[config.mk]
export PLATFORM = sky130hd
export DESIGN_NAME = argmax_cmd_initiator
export DESIGN_NICKNAME = d
export VERILOG_FILES = /design/src/rtl/argmax_cmd_initiator.sv
export SDC_FILE = /design/constraint.sdc
export NUM_CORES = 1
export LEC_CHECK = 0
export CAP_MARGIN = 20
export CORE_MARGIN = 2
export CORE_UTILIZATION = 25
export CTS_CLUSTER_SIZE = 14
export DETAILED_ROUTE_END_ITERATION = 6
export GPL_TIMING_DRIVEN = 1
export HOLD_SLACK_MARGIN = 0.08
export SLEW_MARGIN = 0
export SYNTH_ARGS = -nofsm -noshare
export SYNTH_HDL_FRONTEND = slang
export SYNTH_SLANG_ARGS = --single-unit
export TNS_END_PERCENT = 30
[constraint.sdc]
create_clock -name clk -period 2.18 [get_ports clk]
set_input_delay 0.545 -clock clk [delete_from_list [all_inputs] [get_ports clk]]
set_output_delay 0.545 -clock clk [all_outputs]
set_load 0.05 [all_outputs]
[src/rtl/argmax_cmd_initiator.sv]
// argmax_cmd_initiator: sequences XWR/START/STAT/RIDX/RMAX to the argmax accelerator for one job.
module argmax_cmd_initiator #(
  parameter int M = 8,
  parameter int N = 8,
  parameter int ROW_W = (M <= 1) ? 1 : $clog2(M),
  parameter int COL_W = (N <= 1) ? 1 : $clog2(N),
  parameter logic [4:0] RD_IDX = 5'd1,
  parameter int POLL_MAX = 1024
) (
  input  logic             clk,
  input  logic             rst,
  input  logic             job_valid,
  output logic             job_ready,
  input  logic [ROW_W-1:0] job_row,
  input  logic             in_valid,
  output logic             in_ready,
  input  logic [31:0]      in_data,
  output logic             instr_valid,
  input  logic             instr_ready,
  output logic [31:0]      instr,
  output logic [31:0]      rs1_val,
  output logic [31:0]      rs2_val,
  output logic [4:0]       rd_addr,
  input  logic             rd_we,
  input  logic [4:0]       rd_waddr,
  input  logic [31:0]      rd_wdata,
  output logic             res_valid,
  input  logic             res_ready,
  output logic [COL_W-1:0] res_idx,
  output logic [31:0]      res_max,
  output logic             res_timeout,
  output logic             res_proto_err,
  output logic             busy
);
  localparam int PC_W = $clog2(POLL_MAX + 1);
  typedef enum logic [2:0] {IDLE, LOAD, XWR, START, POLL, RIDX, RMAX, RESP} state_t;
  state_t state, state_n;
  logic [ROW_W-1:0] row;
  logic [COL_W-1:0] col;
  logic [31:0] logit;
  logic [PC_W-1:0] poll_cnt;
  logic [2:0] funct3;
  logic acc, set_to, set_pe, unused;
  assign unused = ^rd_waddr;
  assign instr_valid = state inside {XWR, START, POLL, RIDX, RMAX};
  assign acc = instr_valid && instr_ready;
  assign in_ready = state == LOAD;
  assign job_ready = state == IDLE;
  assign busy = state != IDLE;
  assign res_valid = state == RESP;
  assign rd_addr = RD_IDX;
  assign instr = instr_valid ? {7'h05, 10'd0, funct3, (funct3[2] | funct3[1]) ? RD_IDX : 5'd0, 7'h33} : 32'd0;
  always_comb begin
    state_n = state;
    set_to = 1'b0;
    set_pe = 1'b0;
    funct3 = 3'd0;
    rs1_val = 32'd0;
    rs2_val = 32'd0;
    case (state)
      IDLE: state_n = job_valid ? LOAD : IDLE;
      LOAD: state_n = in_valid ? XWR : LOAD;
      XWR: begin
        rs1_val = 32'({row, col});
        rs2_val = logit;
        if (acc) state_n = (col == COL_W'(N - 1)) ? START : LOAD;
      end
      START: begin
        funct3 = 3'd1;
        rs1_val = 32'(row);
        if (acc) state_n = POLL;
      end
      POLL: begin
        funct3 = 3'd2;
        if (acc) begin
          set_pe = !rd_we;
          set_to = rd_we && !(rd_wdata[1] && rd_wdata[2]) && poll_cnt == PC_W'(POLL_MAX - 1);
          state_n = (rd_we && rd_wdata[1] && rd_wdata[2]) ? RIDX : (set_pe || set_to) ? RESP : POLL;
        end
      end
      RIDX: begin
        funct3 = 3'd3;
        set_pe = acc && !rd_we;
        if (acc) state_n = rd_we ? RMAX : RESP;
      end
      RMAX: begin
        funct3 = 3'd4;
        set_pe = acc && !rd_we;
        if (acc) state_n = RESP;
      end
      RESP: state_n = res_ready ? IDLE : RESP;
      default: state_n = IDLE;
    endcase
  end
  always_ff @(posedge clk) begin
    if (rst) begin
      state <= IDLE;
      row <= '0;
      col <= '0;
      logit <= '0;
      poll_cnt <= '0;
      res_idx <= '0;
      res_max <= '0;
      res_timeout <= 1'b0;
      res_proto_err <= 1'b0;
    end else begin
      state <= state_n;
      if (state == IDLE && job_valid) begin
        row <= job_row;
        col <= '0;
        res_idx <= '0;
        res_max <= '0;
        res_timeout <= 1'b0;
        res_proto_err <= 1'b0;
      end
      if (state == LOAD && in_valid) logit <= in_data;
      if (state == XWR && acc && col != COL_W'(N - 1)) col <= col + 1'b1;
      if (state == START && acc) poll_cnt <= '0;
      if (state == POLL && acc) poll_cnt <= poll_cnt + 1'b1;
      if (state == RIDX && acc && rd_we) res_idx <= rd_wdata[COL_W-1:0];
      if (state == RMAX && acc && rd_we) res_max <= rd_wdata;
      if (set_to) res_timeout <= 1'b1;
      if (set_pe) res_proto_err <= 1'b1;
      // a failed job never reports a partial result
      if (set_to || set_pe) begin
        res_idx <= '0;
        res_max <= '0;
      end
    end
  end
endmodule
==> impl_results.md, run 1 <==
* Startpoint class of the critical path: flop
* Worst slack, placed at -282.8 ps
* Clock sinks at 89
* Avg Synthesized Cell Area at 8.386 um^2
* Number of synthesized register bits at 89
* Clock Skews at 11.08 ps
* Cells after Synth at 541
* Fin crit period at ~2200 ps
* CTS tree: done
* Initial core utilization at between 20 and 30%
* Residual DRC at 0
* LEAKAGE at 0.002791 uW
* Clk_lat worst skew at 340 ps
* Library cells used by synthesis at 49
* Setup ws final at -22.60 ps
* Worst setup path class: reg2out
* Post-Synth XOR/XNOR Area at less than 1%
* Final setup viols at 31
* Vias at around 4.1k
* Vias in the first global route at 3,796
* Pre-antenna DRT Iters at 4
* Final #Nets at 806
* Gp weighted congestion at 0.8035
* Reg-to-reg startpoint: state[1]
* Critical path peak fanout at 18
* Chip Width at 138.7 um
* Port buffer count at 163
* Hold crit path type: in2reg
* Clock slew at reported path FFs at approximately 70 ps
* CP Capture Point: rs2_val[1]
* PwrDens at 549.5 nW/um^2
* Post-synthesis sequential area ratio at between 30% and 40%
* Vias per cell at 4.335
* Largest net degree at the start of global routing at 33
* YS warnings at 0
* P&R area growth vs syn at 63.35%
* Grt ovf at 0
* TritonCTS buffer count at 9
* Fmax at about 450 MHz
* DRT Wirelength at 13.02 mm
* First-pass GRT wire length at 19.80 mm
* GR Util All Layers at 12.66%
* Row cnt at 49
* Simple-Gate Fraction of Synth Area at 23.11%
* Worst reg2reg path depth at 7
* ANT nets after route at 0
* Prevailing post-synth register cell: dfxtp_1
* Post-synth ARST share at 0%
* Post-DP HPWL at 8.834 mm
* Outcome: finished with violations
* H-Tree Depth at 3
* TNS Setup at -523.8 ps
* Worst slew pin tran at 1067 ps
* Cts hold-fix bufs at 0
* Die H at 138.7 um
* CTS root buf: clkbuf_16
* Failing checks: negative setup slack
* Total Power at 4073 uW
* Proportion of synthesized area in mux cells at 0.8825%
* Fill count at approximately 1.8k
* Inst Count DP at 926
* DR iter-0 viols at 129
* Die Area at ~19,000 um^2
* Number of flops mapped to enable cells by yosys at 0
* Share of cells above drive strength 1 at 27.86%
* RSZ-0062 raised after global routing: true
* Adder-Cell Fraction of Synth Area at 1.931%
* Setup crit end kind: output port
* Post-Layout Cell Count at between 900 and 1k
* Slew headroom at 28.77%
* Initial antenna violation count at 0
* Worst Path Required at ~1600 ps
* Clock buffer depth at 2
* Final-report hold violation count at 0
* Arrival @ worst endpoint at roughly 1700 ps
* Core area at 17,900 um^2
* Max-cap violations at 0
* R2r endpoint: res_max[15]
* Slew Viols, Final at 0
* Ports at 222
* Crit path launch: state[2]
* Worst vdd ir at 0.3538 mV
* Antenna cells at 0
* Crit share post-route at 101.0%
* Post-Syn Area at 4537 um^2
* Synth Area in Compound Gates at 19.50%
* Avg WL per Cell at approximately 14 um
* Largest family of logic cells by synthesized area: simple AND/OR/NAND/NOR gates
* R2r setup slk at 120 ps
-- worst max-delay path: stages, from the launching register on --
cell and delay (ps):
dfxtp_4 370, buf_6 130, nor3b_4 220, buf_4 160, buf_12 150, and2_4 160, buf_12 130
-- timing repair --
item | CTS | global route
resized for setup | 44 | 12
gates cloned | 1 | 3
pin swaps | 3 | 15
setup buffers | 2 | 7
setup endpoints to repair | 44 | 79
-- stage by stage --
| stage | hold slack [ps] | area [um^2] | utilization, % |
|---|---|---|---|
| floorplan | 431.7 | 4738 | - |
| global placement | 437.3 | 6838 | 38.20 |
| detailed placement | 443.0 | 6838 | 38.20 |
| CTS | 438.8 | 7308 | 40.82 |
| global route | 454.5 | 7411 | 41.40 |
| finish | 454.0 | 7411 | 41.40 |
-- flip-flops by register name, indices dropped and copies added, names as in the netlist --
name / cells
col: 3
logit: 32
poll_cnt: 11
res_idx: 3
res_max: 32
res_proto_err: 1
res_timeout: 1
row: 3
state: 3
-- metal layers --
metal | track usage [%] | up-vias | share of wire, %
li1 | - | 2065 | -
met1 | 15.25 | 1902 | 43
met2 | 20.43 | 155 | 46
met3 | 5.283 | 14 | 8.7
met4 | 4.413 | 0 | 1.6
met5 | 0 | - | 0
-- power by group --
part	switching, uW	internal [uW]
logic	466	271
clock network	739	914
registers	21.4	1660
-- logic make-up (layout without fill, tap and decap cells) --
family / count (synthesis) / count (layout)
and+or+nand+nor: 220 / 221
AOI/OAI and AO/OA: 117 / 117
buffers and inverters: 101 / 233
DFF: 89 / 89
adders and majority gates: 7 / 7
muxes: 4 / 4
other: 2 / 53
xor gates and xnor gates: 1 / 1
-- worst min-delay path by stage --
| stage | start | endpoint | cells past startpoint |
|---|---|---|---|
| final | rst | state[0] | 2 |
| after global routing | rst | state[0] | 2 |
| after CTS | rst | state[0] | 2 |
| after detailed placement | logit[20] | logit[20] | 2 |
| after global placement | logit[5] | logit[5] | 2 |
| after floorplan | logit[0] | logit[0] | 2 |
-- cell type report --
class,count,area (um^2),area share (%)
Tap cell,229,286.5,3.866
Sequential cell,89,1790,24.16
Inverter,8,30.03,0.4052
Clock buffer,9,225.2,3.039
Timing Repair Buffer,209,2586,34.90
Clock inverter,7,85.08,1.148
Multi-Input combinational cell,403,2407,32.48
-- Yosys cell counts (all sizes together), types with 3 or more instances --
cell / number / area, um^2
and3: 3 / 18.77
a211oi: 4 / 30.03
and2: 38 / 237.7
dfxtp: 89 / 1782
nand3b: 4 / 33.78
clkbuf: 14 / 52.55
a21oi: 52 / 260.3
nor3b: 4 / 40.03
ha: 7 / 87.58
nor3: 3 / 15.01
nand3: 7 / 35.03
inv: 8 / 30.03
nand4: 3 / 18.77
nand2b: 3 / 18.77
nor2: 57 / 221.5
o21ai: 10 / 50.04
nand2: 87 / 326.6
a22oi: 38 / 435.4
a311oi: 3 / 26.28
mux2i: 4 / 40.04
buf: 79 / 595.6
nor4: 3 / 18.77
-- layout by cell type (no fill, tap or decap), types with 2 or more instances in the layout --
| cell | n |
|---|---|
| a22oi_1 | 8 |
| and2_1 | 2 |
| buf_12 | 57 |
| clkbuf_16 | 10 |
| a22oi_2 | 30 |
| o21ai_0 | 8 |
| inv_2 | 3 |
| nand4_1 | 3 |
| inv_8 | 2 |
| dfxtp_4 | 2 |
| mux2i_1 | 4 |
| a311oi_1 | 3 |
| and2_4 | 35 |
| inv_6 | 2 |
| nor2_2 | 2 |
| nand3_1 | 7 |
| nor4_1 | 3 |
| nor2b_1 | 2 |
| a211o_1 | 2 |
| nor3b_2 | 3 |
| a211oi_1 | 4 |
| buf_6 | 5 |
| nor3_1 | 2 |
| inv_1 | 5 |
| or3b_1 | 2 |
| and3_1 | 2 |
| conb_1 | 53 |
| nand2_1 | 86 |
| nand3b_1 | 3 |
| ha_1 | 6 |
| nand2b_1 | 3 |
| a21oi_1 | 52 |
| nor2_1 | 55 |
| clkinvlp_4 | 2 |
| buf_4 | 37 |
| clkdlybuf4s50_1 | 108 |
| o21ai_1 | 2 |
| dfxtp_1 | 86 |
Power figures use the tool's default switching activity.
==> run 2: changes to the inputs <==
--- a/config.mk
+++ b/config.mk
@@ -12,7 +12,7 @@
 export DETAILED_ROUTE_END_ITERATION = 6
 export GPL_TIMING_DRIVEN = 1
 export HOLD_SLACK_MARGIN = 0.08
-export SLEW_MARGIN = 0
+export SLEW_MARGIN = 20
 export SYNTH_ARGS = -nofsm -noshare
 export SYNTH_HDL_FRONTEND = slang
 export SYNTH_SLANG_ARGS = --single-unit
==> results of run 2 <==
The final DEF is identical to that of run 1; final timing and power are the same.
